`src/rtl/inst_fetch_ctrl.sv`:
```
// Instruction-fetch sequencer: owns the PC, addresses the async instruction ROM,
// and hands registered instructions to decode over a valid/allow handshake.
module inst_fetch_ctrl #(
    parameter logic [31:0] PC_RESET  = 32'h0000_0000,
    parameter int          ROM_WORDS = 36,
    parameter int          ADDR_W    = 6
) (
    input  logic              clk,
    input  logic              resetn,
    input  logic              start,
    output logic [ADDR_W-1:0] rom_addr,
    input  logic [31:0]       rom_inst,
    output logic              fetch_valid,
    output logic [31:0]       fetch_inst,
    output logic [31:0]       fetch_pc,
    input  logic              decode_allow,
    input  logic              br_taken,
    input  logic [31:0]       br_target,
    output logic              halt,
    output logic [31:0]       inst_count
);

    typedef enum logic [1:0] {
        IDLE,
        FETCH,
        HOLD,
        DONE
    } state_t;

    state_t      state_q, state_d;
    logic [31:0] pc_q, pc_d;
    logic        fetch_valid_q, fetch_valid_d;
    logic [31:0] fetch_inst_q, fetch_inst_d;
    logic [31:0] fetch_pc_q, fetch_pc_d;
    logic        halt_q, halt_d;
    logic [31:0] inst_count_q, inst_count_d;
    logic        pc_in_range;

    // Word-aligned, no bits above the ROM address field, and below the populated size.
    assign pc_in_range = (pc_q[1:0] == 2'b00)
                      && (pc_q[31:ADDR_W+2] == '0)
                      && ({1'b0, pc_q[ADDR_W+1:2]} < ROM_WORDS[ADDR_W:0]);

    always_comb begin
        state_d       = state_q;
        pc_d          = pc_q;
        fetch_valid_d = fetch_valid_q;
        fetch_inst_d  = fetch_inst_q;
        fetch_pc_d    = fetch_pc_q;
        halt_d        = halt_q;
        inst_count_d  = inst_count_q;

        if (fetch_valid_q && decode_allow) begin
            inst_count_d = inst_count_q + 32'd1;
        end

        case (state_q)
            IDLE: begin
                if (start) begin
                    state_d = FETCH;
                end
            end
            FETCH: begin
                if (br_taken) begin
                    pc_d = br_target;
                end else if (pc_in_range) begin
                    fetch_inst_d  = rom_inst;
                    fetch_pc_d    = pc_q;
                    fetch_valid_d = 1'b1;
                    pc_d          = pc_q + 32'd4;
                    state_d       = HOLD;
                end else begin
                    halt_d  = 1'b1;
                    state_d = DONE;
                end
            end
            HOLD: begin
                // A redirect wins over consuming/refilling; nothing is latched from the old PC.
                if (br_taken) begin
                    pc_d          = br_target;
                    fetch_valid_d = 1'b0;
                    state_d       = FETCH;
                end else if (decode_allow) begin
                    if (pc_in_range) begin
                        fetch_inst_d = rom_inst;
                        fetch_pc_d   = pc_q;
                        pc_d         = pc_q + 32'd4;
                    end else begin
                        fetch_valid_d = 1'b0;
                        halt_d        = 1'b1;
                        state_d       = DONE;
                    end
                end
            end
            DONE: begin
                state_d = DONE;
            end
            default: begin
                state_d = IDLE;
            end
        endcase
    end

    always_ff @(posedge clk) begin
        if (!resetn) begin
            state_q       <= IDLE;
            pc_q          <= PC_RESET;
            fetch_valid_q <= 1'b0;
            fetch_inst_q  <= 32'd0;
            fetch_pc_q    <= 32'd0;
            halt_q        <= 1'b0;
            inst_count_q  <= 32'd0;
        end else begin
            state_q       <= state_d;
            pc_q          <= pc_d;
            fetch_valid_q <= fetch_valid_d;
            fetch_inst_q  <= fetch_inst_d;
            fetch_pc_q    <= fetch_pc_d;
            halt_q        <= halt_d;
            inst_count_q  <= inst_count_d;
        end
    end

    assign rom_addr    = pc_q[ADDR_W+1:2];
    assign fetch_valid = fetch_valid_q;
    assign fetch_inst  = fetch_inst_q;
    assign fetch_pc    = fetch_pc_q;
    assign halt        = halt_q;
    assign inst_count  = inst_count_q;

endmodule
```
`config.mk`:
```
export PLATFORM = sky130hd
export DESIGN_NAME = inst_fetch_ctrl
export DESIGN_NICKNAME = d
export VERILOG_FILES = /design/src/rtl/inst_fetch_ctrl.sv
export SDC_FILE = /design/constraint.sdc
export NUM_CORES = 1
export LEC_CHECK = 0
export ABC_AREA = 1
export BUFFER_PORTS_ARGS = -buffer_cell sky130_fd_sc_hd__buf_2
export CAP_MARGIN = 20
export CORE_ASPECT_RATIO = 0.5
export CORE_MARGIN = 1.5
export CORE_UTILIZATION = 47
export DETAILED_ROUTE_END_ITERATION = 8
export PLACE_DENSITY = 0.73
export RECOVER_POWER = 100
export SLEW_MARGIN = 20
export SYNTH_ARGS = -nofsm -noshare
export SYNTH_HDL_FRONTEND = slang
export SYNTH_SLANG_ARGS = --single-unit
```
`constraint.sdc`:
```
create_clock -name clk -period 2.5 [get_ports clk]
set_clock_uncertainty 0.15 [all_clocks]
set_input_delay 0.375 -clock clk [delete_from_list [all_inputs] [get_ports clk]]
set_output_delay 0.375 -clock clk [all_outputs]
set_load 0.02 [all_outputs]
```
* Word-level counts from Yosys, hierarchy flattened
Cells that the tools add are included.
** Storage, ports and cells
- Bits in registers :: 132
- Input bits :: 69
- Output and inout port bits :: 104
- Word-level logic and storage cells :: 64
** Cells by class
- Add/subtract/negate cells :: 2
- Order comparisons :: 1
- Equal/unequal tests :: 10
- Multiplexer cells :: 33
- Reductions and logical operators :: 11
** Operator list (number)
- 2-to-1 mux 32 bit :: 12
- case mux 32 bit (2 select lines) :: 3
- adder 32 x 1 -> 32 bit, second input constant :: 1
- adder 32 x 3 -> 32 bit, second input constant :: 1
- zero test 24 bit :: 1
- 2-to-1 mux 1 bit :: 10
- 2-to-1 mux 2 bit :: 5
- != test 2 bit, second input constant :: 5
- case mux 2 bit (4 select lines) :: 1
- AND reduction 4 bit :: 2
- less-than comparator 6 bit, second input constant :: 1
- != test 3 bit, second input constant :: 2
- AND reduction 5 bit :: 1
- equality test 2 bit, second input constant :: 2
- zero test 2 bit :: 2
- case mux 1 bit (2 select lines) :: 2
- logical AND 1 bit :: 3
- equality test 2 x 1 -> 1 bit, second input constant :: 1
- AND reduction 2 bit :: 1
- nonzero test 2 bit :: 1

* Logic depth before layout (Yosys ltp)
- Word-level depth :: 7
- Depth in mapped cells :: 13
- Depth with buffers taken out :: 12

* Worst setup path after synthesis
OpenSTA, ideal clock, no wires.
- Path kind :: register to register
- From :: register inst_count_q[1], in the netlist inst_count[1]
- To :: register inst_count_q[18], in the netlist inst_count[18]
- Arrival :: 1657 ps
- Required time :: 2233 ps
- Path slack :: 576 ps
- Stages on the path, launching flop included :: 9
- Buffers on the path :: 0
- Clock period less this slack :: 1924 ps
- Cells stage by stage :: dfxtp_1 -> ha_1 -> nand3_1 -> nor2_1 -> nand4_1 -> nor3_2 -> nand2_1 -> o21ai_1 -> a21oi_1
** On the way
- Longest elaborated chain between the ends :: 1
** Ends and longest elaborated chain
- start, declared :: RTL line 36 : logic [31:0] inst_count_q, inst_count_d;
- start signal, assigned :: RTL line 120 : inst_count_q <= inst_count_d;
- adder 32 x 1 -> 32 bit :: RTL line 54 : inst_count_d = inst_count_q + 32'd1;
No other way between the ends.
A chain may end at the register's enable or synchronous reset.

* Worst setup path in the final report
- From :: register pc_q[26]
- To :: register pc_q[6]
** On the way
- Longest elaborated chain between the ends :: 7
** Ends and longest elaborated chain
- start, declared :: RTL line 31 : logic [31:0] pc_q, pc_d;
- start signal, assigned :: RTL line 115 : pc_q <= pc_d;
- zero test 24 bit * :: RTL line 41 : && (pc_q[31:ADDR_W+2] == '0)
- logical AND 1 bit * :: RTL line 41
- logical AND 1 bit * :: RTL line 42 : && ({1'b0, pc_q[ADDR_W+1:2]} < ROM_WORDS[ADDR_W:0]);
- 2-to-1 mux 32 bit *
- 2-to-1 mux 32 bit (2 in a row)
- case mux 32 bit (2 select lines) *
Mark *: on every way between the ends. The rest lies on a longest branch, timed or not. The select of a mux whose other input is x is not followed.

==> results by group <==
Placed design
  – DP Area: 0.007301 mm^2
  – Routability cong.: between 0.9 and 1
  – Placed cells: between 1000 and 1500
  – Post-DP HPWL: between 10 and 15 mm
  – IO Port Bufs: ~170

Power and ir drop
  – Switching share of power: about a third
  – Final Power: between 0.006 and 0.007 W
  – Internal power: 0.004509 W
  – Sequential share of power: 38.5%
  – Clock share of power: ~37%
  – Peak supply drop: roughly 0.45 mV
  – NetSw: 0.002397 W
  – Leakage: a little under 3 nW
  – Power Density: just under 900 mW/mm^2
  – Comb pwr share: 24.4%

Synth
  – Post-Synth Simple-Gate Area: 35.76%
  – Post-synth EDFFs: 0
  – Compound-Gate Fraction of Synth Area: roughly an eighth
  – Mapped Cells: 952
  – Seq/Total Area, Yosys: between 40 and 50%
  – Netlist cell types: 37
  – Synth Area in Adders: under 10%
  – Post-synthesis mux area share: 0%
  – Mapped Nets: slightly above 1000
  – Yosys warning total: 0
  – Avg Synthesized Cell Area: around 6.7 um^2
  – Cell area after synthesis: ~0.0064 mm^2
  – Xor-xnor portion of the synthesized cell area: between 1 and 1.5%
  – Flops & latches, synth: 132
  – Top_reg_cell synth: dfxtp_1
  – Asr flop ratio synth: 0%
  – Largest family of logic cells by synthesized area: simple AND/OR/NAND/NOR gates

Die
  – Die area: roughly 0.014 mm^2
  – Core ar.: around 0.013 mm^2
  – Top-Level Pins: 173
  – Die width: ~170 um
  – Site row count: 29
  – Die height: around 85 um
  – Initial Utilization: 49.26%

Critical path
  – Worst path slowest cell: nor2_1
  – Most common cell on crit path: nor2_1
  – Worst-path maximum fanout: 21
  – CP endpoint kind: flip-flop
  – Max incr delay on CP: about 0.4 ns
  – Crit path DAT: 2.49 ns
  – CP required: approximately 2.7 ns
  – Crit path launch type: flip-flop
  – Critical path's top delay family: simple AND/OR/NAND/NOR gates
  – Critical-path cell list: or2_1 > nor2_1 > nand3_2 > nor2_1 > nand2_2 > nand2_4 > inv_2 > o21ai_0 > nor2_1
  – CP bufs+invs: 1
  – Critical path type: reg -> reg

Cells and area
  – Fillers: 1282
  – Post-route insts no fill: 1294
  – FF+latch area: 0.002643 mm^2
  – Area of the multi-input gates: between 0.003 and 0.004 mm^2
  – Final net count: 1186
  – Area grow syn2layout: 21.47%
  – Util after Layout: between 50% and 60%
  – Design Area, Final: about 0.0077 mm^2
  – Most frequent cells in the layout: nand2_1 (291), nor2_1 (140), dfxtp_1 (132)
  – Number of diodes: 0
  – Commonest non-fill, non-tap cell in the layout: nand2_1
  – Share of layout cells above drive strength 1: between 10 and 15%

Hold path
  – Hold WC Path Type: in -> reg

CTS
  – Clk slew on worst S/H paths: about 0.06 ns
  – Clock buffer depth: 2
  – Number of H-tree levels: 4
  – Clock root cell: clkbuf_16
  – Post-cts sizing count: 0
  – CTS Buf Count: 17
  – Post-CTS setup buffer count: 0
  – CTS tree: built
  – Clock Sink Count: between 100 and 150
  – # hold bufs at CTS: 0
  – Clk_lat worst skew: roughly 0.42 ns

Drt
  – Final WL: approximately 17 mm
  – Pre-antenna DRT Iters: 5
  – Avg Vias per Cell: between 5 and 6
  – DRC viols: 0
  – Initial drt markers: roughly 480
  – WL/cell: 13.14 um
  – Post-DRT Antenna Nets: 0
  – Total number of vias: ~6500

Global routing
  – Grt total ovfl: 0
  – Vias in the first global route: 5987
  – Overall Global Routing Usage: roughly a quarter
  – First-pass GRT wire length: roughly 28 mm
  – Largest net degree at the start of global routing: about 60
  – Antenna violations before repair: 1

STA
  – Max_slew headroom: about three fifths
  – Worst-Margin Slew: 0.5900 ns
  – Final worst-path cycle share: a little over 90%
  – Post-route setup TNS: 0 ns
  – Final hold viol count: 0
  – Final setup fails: 0
  – Max Slew Vio Count: 0
  – RSZ-0062 raised after global routing: no
  – Max Freq: 429.4 MHz
  – Fin crit period: 2.329 ns

Run
  – Max-cap violations: 0

Outcome
  – Status: complete, no violations
-- synthesized netlist by cell type, types with 3 or more instances --
cell type	number	share of area, %
nand2_1	291	17
nor2_1	136	8.0
dfxtp_1	132	42
a21oi_1	88	6.9
inv_1	64	3.8
nand3_1	58	4.6
o21ai_0	31	2.4
clkbuf_1	28	1.7
o21ai_1	14	1.1
or2_2	13	1.3
nor3_1	11	0.87
buf_6	8	1.4
nand4_1	8	0.79
nand3b_1	7	0.83
buf_4	6	0.71
ha_1	6	1.2
inv_2	6	0.35
nor2_2	6	0.59
and3_1	4	0.39
o21a_1	4	0.47
xnor2_1	4	0.55
xor2_1	4	0.55
a31oi_1	3	0.29
-- final timing paths --
check,start,to,slack (ns),depth (start not counted)
worst max-delay path,pc_q[26],pc_q[6],0.17,9
worst min-delay path,rom_inst[26],fetch_inst[26],0.05,3
worst max register to register,pc_q[26],pc_q[6],0.17,9
worst min register to register,fetch_pc[22],fetch_pc[22],0.29,2
-- cell families after synthesis --
family | count (synthesis)
AOI/OAI and AO/OA | 149
xor gates and xnor gates | 8
and+or+nand+nor | 543
adders and majority gates | 6
DFF | 132
buffers and inverters | 114
-- stage by stage --
step	setup WS (ns)	hold slack [ns]
floorplan	0.5758	0.2801
global placement	0.3756	0.2727
detailed placement	0.2863	0.2749
CTS	0.2708	0.03524
global route	0.01903	0.04128
finish	0.1713	0.04741
-- power by group through the flow --
stage	logic, W	clock network (W)	registers, W
6_report	0.00169	0.00256	0.00266
5_1_grt	0.00189	0.00272	0.00270
4_1_cts	0.00179	0.00261	0.00265
3_5_place_dp	0.00177	0	0.00269
3_3_place_gp	0.00174	0	0.00269
2_1_floorplan	0.00135	0	0.00271
-- final cells by class --
type	count	share of cell area [%]
clock buffers	18	5.552
clock inverters	14	2.282
inverters	71	3.464
multi-input cells	706	41.23
flip-flops and latches	132	34.19
well taps	170	2.752
repair buffers	183	10.54
-- sequential cells by signal, indices dropped and copies added, names as in the netlist --
register and flops:
fetch_inst 32, halt 1, fetch_valid 1, inst_count 32
fetch_pc 32, state_q 2, pc_q 32
-- tightest hold or removal path, stage by stage --
cell,delay (ns)
buf_2,0.09
nand2_1,0.05
a21oi_1,0.05
-- layer usage --
metal  routed length, um  up-vias  GRT usage, %
li1                    -     3374             -
met2                7750      204         40.95
met4                 148        2         8.272
met1                8001     2912         31.69
met5                  13        -             0
met3                1083       15         5.550
Power figures use the tool's default switching activity.
